**config.mk**
```make
export PLATFORM = sky130hd
export DESIGN_NAME = uart_tx_arbiter_flat
export DESIGN_NICKNAME = d
export VERILOG_FILES = /design/src/rtl/uart_tx_arbiter_pkg.sv /design/src/rtl/uart_tx_arbiter_if.sv /design/src/rtl/uart_tx_arbiter_rr_pick.sv /design/src/rtl/uart_tx_arbiter.sv /design/src/flat_wrapper.sv
export SDC_FILE = /design/constraint.sdc
export NUM_CORES = 1
export LEC_CHECK = 0
export BUFFER_PORTS_ARGS = -buffer_cell sky130_fd_sc_hd__buf_2
export CAP_MARGIN = 15
export CORE_MARGIN = 4
export CORE_UTILIZATION = 52
export DETAILED_ROUTE_END_ITERATION = 10
export PLACE_DENSITY = 0.83
export RECOVER_POWER = 100
export SLEW_MARGIN = 20
export SYNTH_ARGS = -nofsm -noshare
export SYNTH_HDL_FRONTEND = slang
export SYNTH_SLANG_ARGS = --single-unit
```
**constraint.sdc**
```tcl
create_clock -name clk -period 4.4 [get_ports clk]
set_clock_uncertainty 0.15 [all_clocks]
set_input_delay 0.66 -clock clk [delete_from_list [all_inputs] [get_ports clk]]
set_output_delay 0.66 -clock clk [all_outputs]
set_load 0.02 [all_outputs]
```
**src/rtl/uart_tx_arbiter_pkg.sv**
```systemverilog
// rtl/uart_tx_arbiter_pkg.sv - shared constants for the uart transmit arbiter
// Purpose: byte width and arbiter FSM state encodings used by the arbiter,
//          its bus interface and its testbench.
// Ports:   none (package)
package uart_tx_arbiter_pkg;

    localparam int BYTE_W = 8;

    localparam logic [1:0] ST_IDLE       = 2'd0;
    localparam logic [1:0] ST_ISSUE      = 2'd1;
    localparam logic [1:0] ST_WAIT_START = 2'd2;
    localparam logic [1:0] ST_WAIT_DONE  = 2'd3;

endpackage

```
**src/rtl/uart_tx_arbiter_if.sv**
```systemverilog
// rtl/uart_tx_arbiter_if.sv - requester and uart-side bus of the transmit arbiter
// Purpose: bundles the producer handshake (req_*) and the uart transmit pins.
// Ports:   req_valid/req_data/req_lock/req_ready - N_REQ byte producers
//          uart_valid/uart_data/tx_busy           - uart transmitter side
//          master = producers + uart (environment), slave = arbiter
interface uart_tx_arbiter_if
    import uart_tx_arbiter_pkg::*;
#(
    parameter int N_REQ = 2
) ();

    logic [N_REQ-1:0]        req_valid;
    logic [N_REQ*BYTE_W-1:0] req_data;
    logic [N_REQ-1:0]        req_lock;
    logic [N_REQ-1:0]        req_ready;
    logic                    uart_valid;
    logic [BYTE_W-1:0]       uart_data;
    logic                    tx_busy;

    modport master (
        output req_valid, req_data, req_lock, tx_busy,
        input  req_ready, uart_valid, uart_data
    );

    modport slave (
        input  req_valid, req_data, req_lock, tx_busy,
        output req_ready, uart_valid, uart_data
    );

endinterface

```
**src/rtl/uart_tx_arbiter_rr_pick.sv**
```systemverilog
// rtl/uart_tx_arbiter_rr_pick.sv - combinational N-way round-robin picker
// Purpose: picks the first asserted request scanning from i_last+1 (mod N).
// Ports:   i_req   - request vector
//          i_last  - index of the previously granted requester
//          o_grant - one-hot grant, o_idx - granted index, o_any - some request won
module rr_pick #(
    parameter int N  = 2,
    parameter int IW = $clog2(N)
) (
    input  logic [N-1:0]  i_req,
    input  logic [IW-1:0] i_last,
    output logic [N-1:0]  o_grant,
    output logic [IW-1:0] o_idx,
    output logic          o_any
);

    // One extra bit so i_last + k (at most 2N-1) never overflows before the wrap.
    logic [IW:0] w_cand;

    always_comb begin
        o_grant = '0;
        o_idx   = '0;
        o_any   = 1'b0;
        w_cand  = '0;
        for (int k = 1; k <= N; k++) begin
            w_cand = {1'b0, i_last} + (IW+1)'(k);
            // Explicit compare so non-power-of-two N wraps correctly.
            if (w_cand >= (IW+1)'(N)) begin
                w_cand = w_cand - (IW+1)'(N);
            end
            if (!o_any && i_req[w_cand[IW-1:0]]) begin
                o_any                   = 1'b1;
                o_idx                   = w_cand[IW-1:0];
                o_grant[w_cand[IW-1:0]] = 1'b1;
            end
        end
    end

endmodule

```
**src/rtl/uart_tx_arbiter.sv**
```systemverilog
// rtl/uart_tx_arbiter.sv - shares one uart transmitter between N_REQ byte producers
// Purpose: round-robin grant per byte, optional lock for multi-byte messages,
//          one byte in flight at a time with a bounded wait for tx_busy to rise.
// Ports:   clk, rst  - clock, synchronous active-high reset
//          bus       - slave side of uart_tx_arbiter_if (producers + uart pins)
//          owner     - index of the current/last granted requester
//          timeout   - 1-cycle pulse when tx_busy never rose after an issue
module uart_tx_arbiter
    import uart_tx_arbiter_pkg::*;
#(
    parameter int N_REQ     = 2,
    parameter int BUSY_WAIT = 16
) (
    input  logic                     clk,
    input  logic                     rst,
    uart_tx_arbiter_if.slave         bus,
    output logic [$clog2(N_REQ)-1:0] owner,
    output logic                     timeout
);

    localparam int IW = $clog2(N_REQ);
    localparam int CW = $clog2(BUSY_WAIT + 1);

    logic [1:0]        r_state;
    logic [IW-1:0]     r_owner;
    logic              r_locked;
    logic [CW-1:0]     r_cnt;
    logic [BYTE_W-1:0] r_data;
    logic              r_timeout;

    logic [N_REQ-1:0]  w_rr_grant;
    logic [IW-1:0]     w_rr_idx;
    logic              w_rr_any;
    logic [N_REQ-1:0]  w_sel_grant;
    logic [IW-1:0]     w_sel_idx;
    logic              w_sel_any;
    logic              w_hold;
    logic              w_accept;
    logic [BYTE_W-1:0] w_sel_data;

    rr_pick #(
        .N  (N_REQ),
        .IW (IW)
    ) u_rr_pick (
        .i_req   (bus.req_valid),
        .i_last  (r_owner),
        .o_grant (w_rr_grant),
        .o_idx   (w_rr_idx),
        .o_any   (w_rr_any)
    );

    always_comb begin
        // A locked owner keeps exclusive eligibility while it either has a byte
        // or still asserts req_lock; once both are low the lock is released and
        // the normal round-robin result is used in the same cycle.
        w_hold      = r_locked && (bus.req_valid[r_owner] || bus.req_lock[r_owner]);
        w_sel_grant = '0;
        w_sel_idx   = r_owner;
        w_sel_any   = 1'b0;
        if (w_hold) begin
            if (bus.req_valid[r_owner]) begin
                w_sel_any            = 1'b1;
                w_sel_grant[r_owner] = 1'b1;
            end
        end else begin
            w_sel_grant = w_rr_grant;
            w_sel_idx   = w_rr_idx;
            w_sel_any   = w_rr_any;
        end
        w_accept = !rst && (r_state == ST_IDLE) && w_sel_any;

        w_sel_data = '0;
        for (int i = 0; i < N_REQ; i++) begin
            if (w_sel_idx == IW'(i)) begin
                w_sel_data = bus.req_data[i*BYTE_W +: BYTE_W];
            end
        end
    end

    // Outputs are gated by rst so nothing is emitted during a reset cycle.
    assign bus.req_ready  = w_accept ? w_sel_grant : '0;
    assign bus.uart_valid = !rst && (r_state == ST_ISSUE);
    assign bus.uart_data  = r_data;
    assign owner          = r_owner;
    assign timeout        = r_timeout;

    always_ff @(posedge clk) begin
        if (rst) begin
            r_state   <= ST_IDLE;
            r_owner   <= '0;
            r_locked  <= 1'b0;
            r_cnt     <= '0;
            r_data    <= '0;
            r_timeout <= 1'b0;
        end else begin
            r_timeout <= 1'b0;
            case (r_state)
                ST_IDLE: begin
                    if (w_accept) begin
                        r_data   <= w_sel_data;
                        r_owner  <= w_sel_idx;
                        r_locked <= bus.req_lock[w_sel_idx];
                        r_state  <= ST_ISSUE;
                    end else if (!w_hold) begin
                        r_locked <= 1'b0;
                    end
                end
                ST_ISSUE: begin
                    r_cnt   <= '0;
                    r_state <= ST_WAIT_START;
                end
                ST_WAIT_START: begin
                    // A still-high tx_busy from an earlier frame also counts as start.
                    if (bus.tx_busy) begin
                        r_state <= ST_WAIT_DONE;
                    end else if (r_cnt == CW'(BUSY_WAIT - 1)) begin
                        r_timeout <= 1'b1;
                        r_state   <= ST_IDLE;
                    end else begin
                        r_cnt <= r_cnt + 1'b1;
                    end
                end
                ST_WAIT_DONE: begin
                    if (!bus.tx_busy) begin
                        r_state <= ST_IDLE;
                    end
                end
                default: r_state <= ST_IDLE;
            endcase
        end
    end

endmodule
```
**src/flat_wrapper.sv**
```systemverilog
// flat-port wrapper written by rule: the top's interface ports become plain ports
module uart_tx_arbiter_flat import uart_tx_arbiter_pkg::*;
#(
    parameter int N_REQ     = 2,
    parameter int BUSY_WAIT = 16
)
  (clk, rst, owner, timeout, bus_req_valid, bus_req_data, bus_req_lock, bus_tx_busy, bus_req_ready, bus_uart_valid, bus_uart_data);
  uart_tx_arbiter_if #(.N_REQ(N_REQ)) bus_i ();
  input  logic clk;
  input  logic rst;
  output logic [$clog2(N_REQ)-1:0] owner;
  output logic timeout;
  input wire logic [$bits(bus_i.req_valid)-1:0] bus_req_valid;
  input wire logic [$bits(bus_i.req_data)-1:0] bus_req_data;
  input wire logic [$bits(bus_i.req_lock)-1:0] bus_req_lock;
  input wire logic [$bits(bus_i.tx_busy)-1:0] bus_tx_busy;
  output wire logic [$bits(bus_i.req_ready)-1:0] bus_req_ready;
  output wire logic [$bits(bus_i.uart_valid)-1:0] bus_uart_valid;
  output wire logic [$bits(bus_i.uart_data)-1:0] bus_uart_data;
  assign bus_i.req_valid = bus_req_valid;
  assign bus_i.req_data = bus_req_data;
  assign bus_i.req_lock = bus_req_lock;
  assign bus_i.tx_busy = bus_tx_busy;
  assign bus_req_ready = bus_i.req_ready;
  assign bus_uart_valid = bus_i.uart_valid;
  assign bus_uart_data = bus_i.uart_data;
  uart_tx_arbiter #(.N_REQ(N_REQ), .BUSY_WAIT(BUSY_WAIT)) u_core (.clk(clk), .rst(rst), .bus(bus_i), .owner(owner), .timeout(timeout));
endmodule
```
==> flow_metrics.tcl, run 1 <==
set metrics [dict create \
    die_x_um 52.5 \
    tns_ns 0 \
    crit_path_top_delay_cell "dfxtp_1" \
    grt_start_max_net_pins 17 \
    htreeDepth 1 \
    port_buffers 35 \
    critical-path-max-stage-delay_ns 0.58 \
    area_growth_pct 14.7 \
    fmax_ghz 0.376 \
    finalCriticalPeriod_ns 2.66 \
    relSlewSlack_pct 52.7 \
    hold_violations 0 \
    syn-cell-area_mm2 0.00103 \
    worst_pin_slew_ns 0.700 \
    ant_nets 0 \
    cp_max_fo 14 \
    period_share_pct 60.4 \
    crit_type "reg2out" \
    use_met2_pct 28.7 \
    ios 36 \
    cts_resized 0 \
    clk_pin_slew_ns 0.10 \
    die_area_mm2 0.00276 \
    cts_buffers 3 \
    gp_congestion 0.776 \
    synthDistinctLibCells 40 \
    antenna_found_initial 0 \
    cts_tree "yes" \
    yosys_register_bits 18 \
    min_path_type "reg2reg" \
    place_hpwl_um 1650 \
    wl_um 2150 \
    setup_viol 0 \
    ys_seq_area_share_pct 35.0 \
    drcViolationCount 0 \
    via_count 956 \
    power_leakage_nw 0.491 \
    drt_first_pass_iters 4 \
    start_util_pct 57.2 \
    die_h_um 52.5 \
    crit_chain "nor3_1, a211o_1, nand2_1, o2111a_1, clkbuf_1" \
    grt-busiest-layer "met2" \
    core-area_mm2 0.00180 \
    use_met3_pct 3.70 \
    dp_cells 168 \
    final_cell_count_no_fill 172 \
    critPathLaunchType "register" \
    cts_setup_buffers 0 \
    cp.arrival_ns 1.85 \
    synth_cells 117 \
    drive_above_1_share_pct 19.7 \
    fill_cells 165 \
    drv_slew 0 \
    cp-end-kind "output port" \
    synth_fp_nets 142 \
    wl_per_cell_um 12.5 \
    rsz0062_at_grt "false" \
    clk_latency_ns 0.30 \
    cts_hold_buf 0 \
    peakVddDrop_mv 0.222 \
    grt.total_usage_pct 17.1 \
    fin_hold_ws_ns 0.351 \
    rows 15 \
    clockBufferDepth 2 \
    max_cap_violations 0 \
    diodes 0 \
    grt_pass1_vias 854 \
    cp.required_ns 3.59 \
    status "finished clean" \
    final_nets 173 \
    clock_sinks 18 \
    grt_pass1_wl_um 3510 \
    via_per_inst 5.56 \
    syn_avg_cell_area_um2 8.80 \
    p_total_mw 0.447 \
    met1_usage_pct 20.0 \
    utilization_pct 65.6 \
    yosys_warnings 0 \
    clockRootBuffer "clkbuf_4" \
    power_density_mw_per_mm2 379 \
    drt-initial-drc-count 17 \
    overflow 0 \
]
==> Yosys cell counts <==
master / number / area share (%)
nand2_1: 5 / 1.8
a31oi_1: 3 / 1.8
a211o_1: 1 / 0.85
o221ai_1: 1 / 0.85
a21oi_1: 22 / 11
nor4b_2: 1 / 1.5
or2_2: 1 / 0.61
and4b_1: 1 / 0.97
nand3_1: 3 / 1.5
dfxtp_1: 18 / 35
o31ai_1: 1 / 0.73
o211a_1: 1 / 0.97
nand3b_1: 1 / 0.73
and2_1: 1 / 0.61
or2b_1: 1 / 0.73
nand4b_1: 1 / 0.85
o2111a_1: 1 / 1.1
buf_6: 4 / 4.4
xor2_1: 2 / 1.7
and4_1: 1 / 0.85
mux2i_1: 9 / 8.7
ha_1: 2 / 2.4
clkbuf_1: 1 / 0.36
o21ai_0: 2 / 0.97
o211ai_1: 1 / 0.73
or4b_1: 1 / 0.97
nand4bb_1: 1 / 1.1
nor2b_1: 1 / 0.61
or3b_1: 1 / 0.85
o311ai_0: 1 / 0.85
clkinv_1: 1 / 0.36
and3_1: 1 / 0.61
nor3_4: 1 / 1.6
and4_4: 1 / 1.1
inv_1: 2 / 0.73
nand4_1: 2 / 1.2
nand2b_1: 3 / 1.8
nor2_1: 8 / 2.9
nor3_1: 4 / 1.9
buf_2: 4 / 1.9
==> worst max-delay path, delay by kind of cell (launching register included) <==
kind | cells | cell delay [ns]
DFF | 1 | 0.58
AOI/OAI and AO/OA | 2 | 0.51
and+or+nand+nor | 2 | 0.22
buffers and inverters | 1 | 0.24
==> layout make-up <==
class,count,area (um2),share of cell area (%)
Tap cell,25,31.3,2.65
Inverter,3,11.3,0.953
Clock buffer,4,36.3,3.07
Timing Repair Buffer,35,159,13.5
Sequential cell,18,360,30.5
Multi-Input combinational cell,87,583,49.4
==> kinds of logic (layout without fill, tap and decap cells) <==
group	Yosys count	after routing	synth area share, %
adder cells (fa/ha/maj)	2	2	2.43
XOR/XNOR	2	2	1.70
flip-flops	18	18	35.0
AO/OA/AOI/OAI	34	34	19.6
buffers and inverters	12	42	7.78
multiplexers	9	9	8.75
AND/OR/NAND/NOR	40	40	24.8
==> power by group <==
| part | switching (mW) | internal (mW) |
|---|---|---|
| combinational | 0.0835 | 0.0524 |
| sequential | 0.0222 | 0.186 |
| clock | 0.0527 | 0.0505 |
| total | 0.158 | 0.289 |
==> worst paths after layout <==
| kind | start | to | slack, ns | depth (start not counted) |
|---|---|---|---|---|
| max | u_core.owner$_SDFFE_PP0P_ | bus_req_ready[0] | 1.74 | 5 |
| min | u_core.r_cnt[1]$_SDFFE_PP0P_ | u_core.r_cnt[1]$_SDFFE_PP0P_ | 0.35 | 2 |
| max reg2reg | u_core.r_cnt[0]$_SDFFE_PP0P_ | u_core.r_cnt[3]$_SDFFE_PP0P_ | 2.11 | 7 |
| min reg2reg | u_core.r_cnt[1]$_SDFFE_PP0P_ | u_core.r_cnt[1]$_SDFFE_PP0P_ | 0.35 | 2 |
==> sequential cells by signal, summed over array words and instances, names as in the netlist <==
register,count
u_core.r_state,2
u_core.bus.uart_data,8
u_core.owner,1
u_core.timeout,1
u_core.r_locked,1
u_core.r_cnt,5
==> cell usage in the layout, fill, tap and decap left out, types with 2 or more instances in the layout <==
master	instances
a21oi_1	22
a31oi_1	3
buf_2	22
clkbuf_1	13
clkbuf_4	3
dfxtp_1	18
ha_1	2
inv_1	2
mux2i_1	9
nand2_1	5
nand2b_1	3
nand3_1	3
nand4_1	2
nor2_1	8
nor3_1	4
o21ai_0	2
xor2_1	2
==> metrics by stage <==
step                      setup slack (ns)  area [um2]
after global routing                  1.59        1180
after CTS                             1.85        1200
after global placement                1.98        1170
after detailed placement              1.92        1170
final                                 1.74        1180
after floorplan                       2.06        1030
==> routing by layer <==
layer / part of all wire (%) / up-vias / wire length [um]
li1: - / 490 / -
met2: 44 / 46 / 940
met3: 10 / 5 / 224
met4: 2.2 / 0 / 47
met5: 0 / - / 0
met1: 44 / 415 / 941
No activity file was read; power rests on OpenSTA's default activity.
==> inputs of run 2 (changes only) <==
Settings changed: CORE_ASPECT_RATIO set to 1.75, CORE_UTILIZATION 52 to 44, PLACE_DENSITY 0.83 to 0.75.
Clock period 4.4 ns to 2.2 ns, I/O delays scaled along.
==> flow_metrics.tcl, run 2 (synthesis gave the netlist of run 1 again) <==
set metrics [dict create \
    status "finished clean" \
    setup_viol 0 \
    fin_hold_ws_ns 0.175 \
    grt.total_usage_pct 14.2 \
    clk_pin_slew_ns 0.10 \
    cp_max_fo 10 \
    pwr-share-clk_pct 22.5 \
    cts_setup_buffers 0 \
    tns_ns 0 \
    start_util_pct 47.4 \
    hold_violations 0 \
    cts_resized 0 \
    wl_per_cell_um 13.1 \
    cts_hold_buf 0 \
    finalCriticalPeriod_ns 2.14 \
    clk_latency_ns 0.29 \
    worst_pin_slew_ns 0.410 \
    largest_reg_flops 8 \
    cts_buffers 3 \
    utilization_pct 54.8 \
    grt_pass1_vias 909 \
    antenna_found_initial 0 \
    p_seq_share_pct 46.6 \
    htreeDepth 1 \
    wl_um 2250 \
    die_h_um 72.0 \
    clockBufferDepth 2 \
    max_cap_violations 0 \
    die_area_mm2 0.00321 \
    cts_tree "yes" \
    seqCellArea_um2 360 \
    core-area_mm2 0.00217 \
    multi_input_area_um2 589 \
    final_cell_mix "buf_2, a21oi_1, dfxtp_1" \
    cp.required_ns 1.72 \
    diodes 0 \
    min_path_type "in2reg" \
    p_total_mw 0.892 \
    clockRootBuffer "clkbuf_4" \
    place_hpwl_um 1750 \
    rows 22 \
    final_nets 174 \
    ant_nets 0 \
    ios 36 \
    relSlewSlack_pct 72.6 \
    power_leakage_nw 0.502 \
    gp_congestion 0.714 \
    period_share_pct 97.1 \
    via_count 986 \
    area_growth_pct 15.8 \
    layout_commonest_cell "buf_2" \
    crit_chain "nor3_1, a211o_1, nand2_1, o2111a_1, buf_2" \
    drt_first_pass_iters 4 \
    grt_pass1_wl_um 3590 \
    power_density_mw_per_mm2 748 \
    rsz0062_at_grt "false" \
    cp-end-kind "output port" \
    drv_slew 0 \
    die_x_um 44.6 \
    combinationalPowerShare_pct 31.0 \
    path_delay_family "compound AO/OA/AOI/OAI gates" \
    critical-path-max-stage-delay_ns 0.50 \
    critPathBufInv 1 \
    drive_above_1_share_pct 21.6 \
    power_switching_mw 0.312 \
    via_per_inst 5.73 \
    overflow 0 \
    grt_start_max_net_pins 17 \
    drt-initial-drc-count 16 \
    drcViolationCount 0 \
    cp.arrival_ns 1.66 \
    fill_cells 215 \
    port_buffers 35 \
    critPathLaunchType "register" \
    internal_power_mw 0.580 \
    peakVddDrop_mv 0.394 \
    clock_sinks 18 \
    crit_path_top_delay_cell "dfxtp_1" \
    crit_type "reg2out" \
    swShare_pct 35.0 \
    fmax_ghz 0.468 \
]
==> run 2: final timing paths <==
| kind | to | depth (start not counted) | startpoint | slack [ns] |
|---|---|---|---|---|
| setup / recovery | bus_req_ready[0] | 5 | u_core.owner$_SDFFE_PP0P_ | 0.06 |
| hold / removal | u_core.r_state[0]$_SDFFE_PP0P_ | 3 | bus_tx_busy | 0.17 |
| setup reg to reg | u_core.r_cnt[4]$_SDFFE_PP0P_ | 6 | u_core.r_cnt[0]$_SDFFE_PP0P_ | 0.18 |
| hold reg to reg | u_core.r_cnt[1]$_SDFFE_PP0P_ | 2 | u_core.r_cnt[1]$_SDFFE_PP0P_ | 0.36 |
==> run 2: tightest hold or removal path, delay by kind of cell <==
family,cells,cell delay (ns)
compound gates,1,0.05
buf+inv,1,0.13
simple gates,1,0.06
==> run 2: power groups by stage <==
stage / combinational, mW / sequential (mW) / clock (mW)
floorplan: 0.190 / 0.447 / 0
global placement: 0.280 / 0.419 / 0
detailed placement: 0.290 / 0.421 / 0
global route: 0.303 / 0.424 / 0.224
CTS: 0.291 / 0.414 / 0.206
finish: 0.276 / 0.416 / 0.200
==> run 2: layout make-up <==
cell class | instances | share of cell area (%)
Timing Repair Buffer | 36 | 13.9
Tap cell | 24 | 2.52
Multi-Input combinational cell | 87 | 49.4
Inverter | 3 | 0.944
Sequential cell | 18 | 30.2
Clock buffer | 4 | 3.04
==> run 2: per-layer routing <==
layer / GRT usage [%] / part of all wire, %
met3: 1.99 / 8.0
met2: 27.5 / 53
met4: 6.04 / 0.40
met5: 0 / 0
met1: 14.0 / 38
==> run 2: per-stage QoR <==
step | instance area (um2) | instances | setup slack [ns]
5_1_grt | 1190 | 172 | 0.0131
4_1_cts | 1210 | 172 | 0.0712
3_3_place_gp | 1170 | 168 | 0.237
3_5_place_dp | 1170 | 168 | 0.202
2_1_floorplan | 1030 | 117 | 0.275
6_report | 1190 | 172 | 0.0640
